$ cat src/rtl/stack_cmd_scheduler_pkg.sv
// rtl/stack_cmd_scheduler_pkg.sv - shared types and defaults for the stack command scheduler
package stack_ctrl_pkg;

  // Scheduler FSM: IDLE arbitrates single requests, BURST runs the timed read-more pops
  typedef enum logic {
    IDLE  = 1'b0,
    BURST = 1'b1
  } sched_state_e;

  localparam int DATA_WIDTH_DEF  = 4;
  localparam int TICK_CYCLES_DEF = 100000000;
  localparam int TICK_CYCLES_SIM = 4;

endpackage

$ cat src/rtl/stack_cmd_scheduler_if.sv
// rtl/stack_cmd_scheduler_if.sv - request/stack-core bundle between button edges, scheduler and stack
interface stack_cmd_if
  import stack_ctrl_pkg::*;
#(
  parameter int DATA_WIDTH = DATA_WIDTH_DEF
);

  logic                  push_edge;
  logic                  pop_edge;
  logic                  read_more_edge;
  logic [DATA_WIDTH-1:0] data_in;
  logic [DATA_WIDTH-1:0] stack_top;
  logic                  stack_empty;
  logic                  stack_full;
  logic                  stk_push;
  logic                  stk_pop;
  logic [DATA_WIDTH-1:0] stk_wdata;
  logic                  busy;
  logic [DATA_WIDTH-1:0] burst_left;
  logic                  err_full;
  logic                  err_empty;

  // Requester / stack-status side
  modport master (
    output push_edge, pop_edge, read_more_edge, data_in, stack_top, stack_empty, stack_full,
    input  stk_push, stk_pop, stk_wdata, busy, burst_left, err_full, err_empty
  );

  // Scheduler side
  modport slave (
    input  push_edge, pop_edge, read_more_edge, data_in, stack_top, stack_empty, stack_full,
    output stk_push, stk_pop, stk_wdata, busy, burst_left, err_full, err_empty
  );

endinterface

$ cat src/rtl/stack_cmd_scheduler_tick_gen.sv
// rtl/stack_cmd_scheduler_tick_gen.sv - burst pacing counter, pulses tick on its last count
module stack_tick_gen
  import stack_ctrl_pkg::*;
#(
  parameter int TICK_CYCLES = TICK_CYCLES_DEF
) (
  input  logic clk,
  input  logic rst_edge,
  input  logic clear,
  input  logic enable,
  output logic tick
);

  localparam int TICK_W = $clog2(TICK_CYCLES);
  localparam logic [TICK_W-1:0] CNT_LAST = TICK_W'(TICK_CYCLES - 1);

  logic [TICK_W-1:0] cnt_q;
  logic [TICK_W-1:0] cnt_d;

  assign tick = enable && (cnt_q == CNT_LAST);

  // Clear wins; otherwise count while enabled and wrap to 0 on the tick
  always_comb begin
    cnt_d = cnt_q;
    if (clear) begin
      cnt_d = '0;
    end else if (enable) begin
      cnt_d = tick ? '0 : cnt_q + 1'b1;
    end
  end

  // Counter register
  always_ff @(posedge clk or posedge rst_edge) begin
    if (rst_edge) begin
      cnt_q <= '0;
    end else begin
      cnt_q <= cnt_d;
    end
  end

endmodule

$ cat src/rtl/stack_cmd_scheduler.sv
// rtl/stack_cmd_scheduler.sv - arbitrates push/pop/read-more and runs the timed pop burst
module stack_cmd_scheduler
  import stack_ctrl_pkg::*;
#(
  parameter int DATA_WIDTH  = DATA_WIDTH_DEF,
  parameter int TICK_CYCLES = TICK_CYCLES_DEF
) (
  input logic        clk,
  input logic        rst_edge,
  stack_cmd_if.slave bus
);

  sched_state_e          state_q, state_d;
  logic [DATA_WIDTH-1:0] burst_left_q, burst_left_d;
  logic [DATA_WIDTH-1:0] wdata_q, wdata_d;
  logic                  push_q, push_d;
  logic                  pop_q, pop_d;
  logic                  err_full_q, err_full_d;
  logic                  err_empty_q, err_empty_d;
  logic                  tick_clear;
  logic                  tick;

  stack_tick_gen #(
    .TICK_CYCLES(TICK_CYCLES)
  ) u_tick_gen (
    .clk     (clk),
    .rst_edge(rst_edge),
    .clear   (tick_clear),
    .enable  (state_q == BURST),
    .tick    (tick)
  );

  // Arbitration and burst sequencing; every strobe/error is registered for one cycle
  always_comb begin
    state_d      = state_q;
    burst_left_d = burst_left_q;
    wdata_d      = wdata_q;
    push_d       = 1'b0;
    pop_d        = 1'b0;
    err_full_d   = 1'b0;
    err_empty_d  = 1'b0;
    tick_clear   = 1'b0;
    unique case (state_q)
      IDLE: begin
        if (bus.read_more_edge) begin
          if (bus.stack_empty) begin
            err_empty_d = 1'b1;
          end else if (bus.stack_top != '0) begin
            // Top entry is only peeked as the count; it stays on the stack
            burst_left_d = bus.stack_top;
            tick_clear   = 1'b1;
            state_d      = BURST;
          end
        end else if (bus.pop_edge) begin
          if (bus.stack_empty) err_empty_d = 1'b1;
          else                 pop_d       = 1'b1;
        end else if (bus.push_edge) begin
          if (bus.stack_full) begin
            err_full_d = 1'b1;
          end else begin
            push_d  = 1'b1;
            wdata_d = bus.data_in;
          end
        end
      end
      BURST: begin
        if (bus.read_more_edge) begin
          // Cancel outranks a coincident tick: no pop this cycle
          burst_left_d = '0;
          tick_clear   = 1'b1;
          state_d      = IDLE;
        end else if (tick) begin
          if (bus.stack_empty) begin
            err_empty_d  = 1'b1;
            burst_left_d = '0;
            state_d      = IDLE;
          end else begin
            pop_d        = 1'b1;
            burst_left_d = burst_left_q - 1'b1;
            if (burst_left_q == DATA_WIDTH'(1)) state_d = IDLE;
          end
        end
      end
      default: state_d = IDLE;
    endcase
  end

  // State and output registers
  always_ff @(posedge clk or posedge rst_edge) begin
    if (rst_edge) begin
      state_q      <= IDLE;
      burst_left_q <= '0;
      wdata_q      <= '0;
      push_q       <= 1'b0;
      pop_q        <= 1'b0;
      err_full_q   <= 1'b0;
      err_empty_q  <= 1'b0;
    end else begin
      state_q      <= state_d;
      burst_left_q <= burst_left_d;
      wdata_q      <= wdata_d;
      push_q       <= push_d;
      pop_q        <= pop_d;
      err_full_q   <= err_full_d;
      err_empty_q  <= err_empty_d;
    end
  end

  assign bus.stk_push   = push_q;
  assign bus.stk_pop    = pop_q;
  assign bus.stk_wdata  = wdata_q;
  assign bus.busy       = (state_q == BURST);
  assign bus.burst_left = burst_left_q;
  assign bus.err_full   = err_full_q;
  assign bus.err_empty  = err_empty_q;

endmodule

$ cat src/flat_wrapper.sv
// flat-port wrapper written by rule: the top's interface ports become plain ports
module stack_cmd_scheduler_flat import stack_ctrl_pkg::*;
#(
  parameter int DATA_WIDTH  = DATA_WIDTH_DEF,
  parameter int TICK_CYCLES = TICK_CYCLES_DEF
)
  (clk, rst_edge, bus_push_edge, bus_pop_edge, bus_read_more_edge, bus_data_in, bus_stack_top, bus_stack_empty, bus_stack_full, bus_stk_push, bus_stk_pop, bus_stk_wdata, bus_busy, bus_burst_left, bus_err_full, bus_err_empty);
  stack_cmd_if #(.DATA_WIDTH(DATA_WIDTH)) bus_i ();
  input logic clk;
  input logic rst_edge;
  input wire logic [$bits(bus_i.push_edge)-1:0] bus_push_edge;
  input wire logic [$bits(bus_i.pop_edge)-1:0] bus_pop_edge;
  input wire logic [$bits(bus_i.read_more_edge)-1:0] bus_read_more_edge;
  input wire logic [$bits(bus_i.data_in)-1:0] bus_data_in;
  input wire logic [$bits(bus_i.stack_top)-1:0] bus_stack_top;
  input wire logic [$bits(bus_i.stack_empty)-1:0] bus_stack_empty;
  input wire logic [$bits(bus_i.stack_full)-1:0] bus_stack_full;
  output wire logic [$bits(bus_i.stk_push)-1:0] bus_stk_push;
  output wire logic [$bits(bus_i.stk_pop)-1:0] bus_stk_pop;
  output wire logic [$bits(bus_i.stk_wdata)-1:0] bus_stk_wdata;
  output wire logic [$bits(bus_i.busy)-1:0] bus_busy;
  output wire logic [$bits(bus_i.burst_left)-1:0] bus_burst_left;
  output wire logic [$bits(bus_i.err_full)-1:0] bus_err_full;
  output wire logic [$bits(bus_i.err_empty)-1:0] bus_err_empty;
  assign bus_i.push_edge = bus_push_edge;
  assign bus_i.pop_edge = bus_pop_edge;
  assign bus_i.read_more_edge = bus_read_more_edge;
  assign bus_i.data_in = bus_data_in;
  assign bus_i.stack_top = bus_stack_top;
  assign bus_i.stack_empty = bus_stack_empty;
  assign bus_i.stack_full = bus_stack_full;
  assign bus_stk_push = bus_i.stk_push;
  assign bus_stk_pop = bus_i.stk_pop;
  assign bus_stk_wdata = bus_i.stk_wdata;
  assign bus_busy = bus_i.busy;
  assign bus_burst_left = bus_i.burst_left;
  assign bus_err_full = bus_i.err_full;
  assign bus_err_empty = bus_i.err_empty;
  stack_cmd_scheduler #(.DATA_WIDTH(DATA_WIDTH), .TICK_CYCLES(TICK_CYCLES)) u_core (.clk(clk), .rst_edge(rst_edge), .bus(bus_i));
endmodule
$ cat config.mk
export PLATFORM = sky130hd
export DESIGN_NAME = stack_cmd_scheduler_flat
export DESIGN_NICKNAME = d
export VERILOG_FILES = /design/src/rtl/stack_cmd_scheduler_pkg.sv /design/src/rtl/stack_cmd_scheduler_if.sv /design/src/rtl/stack_cmd_scheduler_tick_gen.sv /design/src/rtl/stack_cmd_scheduler.sv /design/src/flat_wrapper.sv
export SDC_FILE = /design/constraint.sdc
export NUM_CORES = 1
export LEC_CHECK = 0
export CORE_MARGIN = 2
export CORE_UTILIZATION = 33
export CTS_BUF_LIST = sky130_fd_sc_hd__clkbuf_8
export CTS_CLUSTER_SIZE = 24
export DETAILED_ROUTE_END_ITERATION = 7
export GPL_TIMING_DRIVEN = 0
export HOLD_SLACK_MARGIN = 0.02
export SKIP_CTS_REPAIR_TIMING = 1
export SYNTH_ARGS = -nofsm -noshare
export SYNTH_HDL_FRONTEND = slang
export SYNTH_SLANG_ARGS = --single-unit
$ cat constraint.sdc
create_clock -name clk -period 2.5 [get_ports clk]
set_input_delay 0.375 -clock clk [delete_from_list [all_inputs] [get_ports clk]]
set_output_delay 0.375 -clock clk [all_outputs]
set_load 0.05 [all_outputs]
==> flow_summary.toml, run 1 <==
[status]
status = "completed"

[finish]
regArea_um2 = 1000
syn2layout_area_growth_pct = 20.2
antenna_cells = 0
nets = 293
drive_gt1_frac = 0.0978
fillers = 667
multi_input_area_um2 = 1190

[critical_path]
crit_chain = "clkdlybuf4s50_1, or4_1, nand3b_1, nand2b_1, clkbuf_1, buf_2, a31oi_1"
cpMaxStageDelayCell = "or4_1"
critPathBufInv = 3
path_max_fanout = 10
crit_family = "buffers and inverters"
start_kind = "primary input"
required_ps = 2710
critPathKind = "in2reg"
end_kind = "flop"
worstPathArrival_ps = 2260
max_stage_delay_ps = 520
rrSetupSlack_ps = 450

[power]
total_power_uw = 1660
ir_worst_vdd_v = 0.000362
cellPowerDensity_nw_per_um2 = 604
cellLeakagePower_uw = 0.00115

[sta]
setup_tns_ps = 0
clock.fmax_mhz = 487
rsz0062_at_grt = "false"
min_period_ps = 2050
hold_viol = 0
drv_slew = 0
timing.slew.headroom = 0.581
worst_slew_pin_slew_ps = 624
setup_viol = 0
fin_crit_sh = 0.822
finClkSkew_ps = 6.37

[job]
drv_cap = 0

[logic_synthesis]
yosys_warnings = 0
yosysMostFrequentCell = "dfrtp_1"
seq_area_frac_synth = 0.439
synth_edf_count = 0
synth_seq_cells = 40
synthCells = 242
synth.avg_cell_area_um2 = 9.43
synth-main-ff-cell = "dfrtp_1"
yosysTopAreaCellShare = 0.439
synth_fp_nets = 260
ys_async_sr_fraction = 1.00
synth_commonest_cells = "dfrtp_1 (40), nand2_1 (23), a31oi_1 (20)"
synth_top_cells_by_area = "dfrtp_1 (44%), a31oi_1 (5.5%), nand2_1 (3.8%), mux2_2 (2.5%), a21oi_1 (2.4%)"
synth_top_area_cell = "dfrtp_1"
netlist_area_um2 = 2280
synth_cell_types = 51

[cts]
cts-root-buf = "clkbuf_8"
cts.sinks = 40
clkTransAtPathRegs_ps = 80
cts_tree = "yes"
insertion_delay_ps = 290
numCtsBuffers = 5
cts_buffer_depth = 2
cts-htree-levels = 2

[route]
drc = 0
detail-route-antenna-nets = 0
vias_per_cell = 5.72
vias = 2035
drtIter0Drc = 214
wl_um = 5440
wire_per_inst_um = 15.3
drtPass1Iterations = 4

[worst_hold_path]
worstHoldPathType = "in2reg"

[floorplanning]
ios = 28
fp.dieW_um = 87.2
core_region_area_um2 = 6760
rows = 30
initial_utilization = 0.338
dieHeight_um = 87.2
die_area_um2 = 7600

[place]
place_congestion = 0.842
io_buffer_count = 25
dp_hpwl_um = 3870

[global_route]
grt_use_total = 0.159
grt_pass1_vias = 1900
grt_pass1_wl_um = 9540
grt_antenna_before_repair = 0
grt_max_degree = 28
grt_overflow = 0
## report_power, final
part           total, µW  switching [µW]  internal (µW)
Combinational        463             288            175
Clock                443             225            217
Sequential           750            52.6            698
## sequential cells by signal, summed over array words and instances, names as in the netlist
signal,flops
u_core.bus.burst_left,4
u_core.bus.busy,1
u_core.bus.err_empty,1
u_core.bus.err_full,1
u_core.bus.stk_pop,1
u_core.bus.stk_push,1
u_core.bus.stk_wdata,4
u_core.u_tick_gen.cnt_q,27
## cell families (layout without fill, tap and decap cells)
family / count (synthesis) / after routing / synth area share
AO/OA/AOI/OAI: 70 / 70 / 0.197
XOR/XNOR: 5 / 5 / 0.0192
adder cells (fa/ha/maj): 3 / 3 / 0.0164
buffers and inverters: 21 / 55 / 0.0411
flip-flops: 40 / 40 / 0.439
multiplexers: 10 / 10 / 0.0466
AND/OR/NAND/NOR: 93 / 93 / 0.241
## cells in the final DEF, fill, tap and decap left out, types with 4 or more instances in the layout
master / n
buf_2: 6
mux2_2: 5
clkbuf_1: 6
nand3_1: 10
dfrtp_1: 40
clkdlybuf4s50_1: 25
a22o_1: 5
nor3_1: 9
nand4_1: 6
o21ai_1: 10
a31oi_1: 20
nand2_1: 23
nand2b_1: 6
a21oi_1: 11
xnor2_1: 4
o21ai_0: 5
nor2_1: 13
and3_1: 6
mux2i_1: 5
a41oi_1: 4
clkbuf_8: 6
inv_1: 7
## final cells by class
| class | count | share of cell area |
|---|---|---|
| Buffer | 15 | 0.0260 |
| Tap cell | 80 | 0.0365 |
| Clock buffer | 6 | 0.0301 |
| Sequential cell | 40 | 0.365 |
| Timing Repair Buffer | 26 | 0.0985 |
| Inverter | 6 | 0.00821 |
| Multi-Input combinational cell | 181 | 0.433 |
| Clock inverter | 2 | 0.00274 |
## layer usage
layer	routed length, µm	track usage	up-vias
li1	-	-	981
met1	2550	0.226	976
met2	2460	0.237	74
met3	379	0.0417	4
met4	44	0.0476	0
met5	0	0	-
## worst paths after layout
path                                                           end                                    start  cells after the start
setup / recovery            u_core.u_tick_gen.cnt_q[7]$_DFFE_PP0P_                         bus_stack_top[2]                      7
hold / removal                        u_core.bus.stk_pop$_DFF_PP0_                       bus_read_more_edge                      2
setup reg to reg           u_core.u_tick_gen.cnt_q[19]$_DFFE_PP0P_   u_core.u_tick_gen.cnt_q[1]$_DFFE_PP0P_                      8
hold reg to reg            u_core.u_tick_gen.cnt_q[23]$_DFFE_PP0P_  u_core.u_tick_gen.cnt_q[23]$_DFFE_PP0P_                      1
max in group asynchronous   u_core.u_tick_gen.cnt_q[3]$_DFFE_PP0P_                                 rst_edge                      3
min in group asynchronous  u_core.u_tick_gen.cnt_q[18]$_DFFE_PP0P_                                 rst_edge                      2
## per-stage QoR
stage	setup slack, ps	hold slack (ps)	util	cell area (µm²)	instances
2_1_floorplan	707	445	-	2280	242
3_3_place_gp	193	473	0.390	2630	347
3_5_place_dp	151	475	0.393	2650	348
4_1_cts	445	343	0.406	2740	356
5_1_grt	255	350	0.406	2740	356
6_report	445	350	0.406	2740	356
Power figures use the tool's default switching activity.
==> run 2, diff against run 1 <==
clock period = 1.68 ns   (was 2.5 ns; I/O delays follow)
==> flow_summary.toml, run 2 (synthesis gave the netlist of run 1 again) <==
[floorplanning]
rows = 30
dieHeight_um = 87.2
fp.dieW_um = 87.2
initial_utilization = 0.338
die_area_um2 = 7600
core_region_area_um2 = 6760
ios = 28

[place]
io_buffer_count = 25
place_congestion = 0.824
pre_cts_slack_ps = -522
dp_hpwl_um = 3820
place_inst = 347

[sta]
setup_viol = 31
fin_crit_sh = 1.10
finClkSkew_ps = 13.0
drv_slew = 0
rsz0062_at_grt = "true"
worst_slew_pin_slew_ps = 835
clock.fmax_mhz = 542
hold_viol = 0
min_period_ps = 1850
finalWorstSetupSlack_ps = -166
timing.slew.headroom = 0.442

[finish]
largest_register_ffs = 27
largest-register = "u_core.u_tick_gen.cnt_q"
fillers = 620
syn2layout_area_growth_pct = 45.5
nets = 317
antenna_cells = 0
regArea_um2 = 1020
layout_common_cells = "dfrtp_1 (22), buf_4 (21), nand2_1 (20)"
multi_input_area_um2 = 1370
instances_no_fill = 380
drive_gt1_frac = 0.337
final_common_cell = "dfrtp_1"

[route]
detail-route-antenna-nets = 0
drtPass1Iterations = 4
drc = 0
wl_um = 6490
vias = 2214
wire_per_inst_um = 17.1
drtIter0Drc = 163
vias_per_cell = 5.83

[global_route]
grt_antenna_before_repair = 0
grt_use_total = 0.156
grt_overflow = 0
grt_pass1_wl_um = 9310
grt_max_degree = 41
grt_pass1_vias = 1919

[critical_path]
crit_chain = "and4bb_1, nand4bb_1, o21a_1, buf_6, buf_8, a32oi_1, nand2_1"
max_stage_delay_ps = 460
crit_family = "simple AND/OR/NAND/NOR gates"
end_kind = "flop"
required_ps = 1870
worstPathArrival_ps = 2030
path_max_fanout = 8
start_kind = "flop"
cpMaxStageDelayCell = "dfrtp_2"
critPathBufInv = 2
critPathKind = "reg2reg"

[cts]
clkTransAtPathRegs_ps = 90
cts.sinks = 40
cts-root-buf = "clkbuf_8"
numCtsBuffers = 5
cts_buffer_depth = 2
cts-htree-levels = 2
cts_tree = "yes"
insertion_delay_ps = 310

[power]
cellLeakagePower_uw = 0.00157
cellPowerDensity_nw_per_um2 = 831
ir_worst_vdd_v = 0.000653

[worst_hold_path]
worstHoldPathType = "in2reg"

[status]
failed_checks = "negative setup slack"
status = "finished with violations"

[job]
drv_cap = 0
-- run 2: cell count changes in the layout (fill, tap and decap cells not counted), sizes merged, moves of 2 or more --
cell,delta
clkdlybuf4s50,-16
dlymetal6s2s,+16
buf,+21
inv,-2
-- run 2: metrics by stage --
stage / setup TNS (ps) / hold WS (ps) / instance area, µm² / total power [µW] / util
floorplan: 0 / 404 / 2300 / 1600 / -
global placement: -31290 / 472 / 2650 / 1830 / 0.393
detailed placement: -13040 / 471 / 2650 / 1830 / 0.393
CTS: -7570 / 204 / 2770 / 2640 / 0.409
global route: -4710 / 209 / 3320 / 2880 / 0.491
finish: -2660 / 213 / 3320 / 2760 / 0.491
-- run 2: final cells by class --
| class | count | share of cell area |
|---|---|---|
| inverter | 6 | 0.00678 |
| multi-input combinational | 182 | 0.413 |
| sequential | 40 | 0.308 |
| timing repair buffer | 51 | 0.170 |
| clock buffer | 5 | 0.0207 |
| clock inverter | 3 | 0.0128 |
| buffer | 13 | 0.0384 |
| tap | 80 | 0.0301 |
-- run 2: per-layer routing --
metal	vias to the layer above	wire [µm]	global-route usage	share of wire
li1	1033	-	-	-
met1	1085	2800	0.212	0.43
met2	79	3080	0.250	0.47
met3	17	432	0.0351	0.067
met4	0	180	0.0434	0.028
met5	-	0	0	0
-- run 2: path summary, 6_finish.rpt --
kind	startpoint	to	slack [ps]	depth (start not counted)
min in group asynchronous	rst_edge	u_core.bus.err_empty$_DFF_PP0_	430	2
worst max register to register	u_core.u_tick_gen.cnt_q[11]$_DFFE_PP0P_	u_core.u_tick_gen.cnt_q[19]$_DFFE_PP0P_	-170	7
worst min register to register	u_core.bus.stk_wdata[1]$_DFFE_PP0P_	u_core.bus.stk_wdata[1]$_DFFE_PP0P_	510	1
worst min-delay path	bus_read_more_edge	u_core.bus.stk_pop$_DFF_PP0_	210	2
max in group asynchronous	rst_edge	u_core.u_tick_gen.cnt_q[6]$_DFFE_PP0P_	660	2
worst max-delay path	u_core.u_tick_gen.cnt_q[11]$_DFFE_PP0P_	u_core.u_tick_gen.cnt_q[19]$_DFFE_PP0P_	-170	7
-- run 2: power by group --
group	internal, µW	switching [µW]
Sequential	1040	86.5
Combinational	346	468
Clock	440	377
==> run 3, diff against run 2 <==
clock period = 1.9 ns   (was 1.68 ns; I/O delays follow)
==> flow_summary.toml, run 3 (synthesis gave the netlist of run 1 again) <==
[cts]
insertion_delay_ps = 290
cts_tree = "yes"
clkTransAtPathRegs_ps = 80
cts_buffer_depth = 2
cts.sinks = 40
numCtsBuffers = 5
cts-root-buf = "clkbuf_8"
cts-htree-levels = 2

[global_route]
grt_antenna_before_repair = 0
grt_pass1_vias = 1900
grt_max_degree = 28
grt_use_total = 0.159
grt_pass1_wl_um = 9540
grt_overflow = 0

[job]
drv_cap = 0

[critical_path]
r2r_start = "u_core.u_tick_gen.cnt_q[1]$_DFFE_PP0P_"
path_max_fanout = 5
worstPathArrival_ps = 1580
cpMaxStageDelayCell = "clkdlybuf4s50_1"
required_ps = 1620
crit_chain = "clkdlybuf4s50_1"
end_kind = "output pin"
max_stage_delay_ps = 840
critPathLaunch = "u_core.bus.burst_left[0]$_DFFE_PP0P_"
critPathKind = "reg2out"
start_kind = "flop"
critPathBufInv = 1
crit_family = "buffers and inverters"

[power]
ir_worst_vdd_v = 0.000478
cellLeakagePower_uw = 0.00126
cellPowerDensity_nw_per_um2 = 759

[finish]
antenna_cells = 0
layout_common_cells = "dfrtp_1 (34), clkdlybuf4s50_1 (25), nand2_1 (23)"
multi_input_area_um2 = 1260
final_area_um2 = 2930
regArea_um2 = 1010
syn2layout_area_growth_pct = 28.4
largest-register = "u_core.u_tick_gen.cnt_q"
fillers = 666
final_common_cell = "dfrtp_1"
largest_register_ffs = 27
nets = 303
drive_gt1_frac = 0.196
instances_no_fill = 366

[sta]
worst_slew_pin_slew_ps = 528
clock.fmax_mhz = 537
setup_viol = 0
hold_viol = 0
fin_crit_sh = 0.980
finalWorstSetupSlack_ps = 37.1
min_period_ps = 1860
whs_ps = 260
timing.slew.headroom = 0.646
drv_slew = 0
finClkSkew_ps = 4.03
setup_tns_ps = 0
rsz0062_at_grt = "true"

[place]
dpl_cell_area_um2 = 2650
io_buffer_count = 25
pre_cts_slack_ps = -359
place_inst = 348
place_congestion = 0.842
dp_hpwl_um = 3870

[floorplanning]
dieHeight_um = 87.2
fp.dieW_um = 87.2
rows = 30
core_region_area_um2 = 6760
ios = 28
die_area_um2 = 7600
initial_utilization = 0.338

[route]
detail-route-antenna-nets = 0
drtIter0Drc = 173
wl_um = 5650
wire_per_inst_um = 15.4
drc = 0
drtPass1Iterations = 4
vias = 2073
vias_per_cell = 5.66

[status]
status = "completed"

[worst_hold_path]
min_from = "bus_read_more_edge"
worstHoldPathType = "in2reg"
-- run 3: cell count changes in the layout (fill, tap and decap cells not counted), sizes merged --
| cell | before | now |
|---|---|---|
| buf | 31 | 23 |
| clkbuf | 13 | 9 |
| clkinv | 1 | 0 |
| bufinv | 1 | 0 |
| dlymetal6s2s | 16 | 0 |
| nand4 | 8 | 7 |
| clkdlybuf4s50 | 9 | 25 |
| inv | 6 | 8 |
| clkinvlp | 1 | 0 |
-- run 3: metal layers --
metal	vias to the layer above	track usage	wire length [µm]
met1	1004	0.226	2670
met3	10	0.0417	334
met5	-	0	0
li1	999	-	-
met4	0	0.0476	96
met2	60	0.237	2550
-- run 3: power by group --
| group | leakage, µW | switching (µW) | internal, µW |
|---|---|---|---|
| sequential | 0.000531 | 71.4 | 918 |
| clock | 0.0000538 | 297 | 286 |
| combinational | 0.000674 | 389 | 264 |
-- run 3: cell type report --
class	count	share of cell area
Clock inverter	2	0.00256
Inverter	6	0.00769
Buffer	13	0.0295
Sequential cell	40	0.344
Clock buffer	6	0.0282
Tap cell	80	0.0342
Multi-Input combinational cell	181	0.431
Timing Repair Buffer	38	0.123
-- run 3: per-stage QoR --
| step | power, µW | utilization |
|---|---|---|
| 5_1_grt | 2350 | 0.434 |
| 4_1_cts | 2210 | 0.406 |
| 6_report | 2230 | 0.434 |
| 3_3_place_gp | 1610 | 0.390 |
| 2_1_floorplan | 1400 | - |
| 3_5_place_dp | 1610 | 0.393 |
-- run 3: final timing paths --
kind / endpoint / slack (ps) / cells after the start
setup / recovery: bus_burst_left[0] / 40 / 1
hold / removal: u_core.bus.stk_pop$_DFF_PP0_ / 260 / 2
setup reg to reg: u_core.u_tick_gen.cnt_q[7]$_DFFE_PP0P_ / 80 / 8
hold reg to reg: u_core.u_tick_gen.cnt_q[23]$_DFFE_PP0P_ / 490 / 1
max in group asynchronous: u_core.u_tick_gen.cnt_q[3]$_DFFE_PP0P_ / 1170 / 3
min in group asynchronous: u_core.u_tick_gen.cnt_q[18]$_DFFE_PP0P_ / 270 / 2
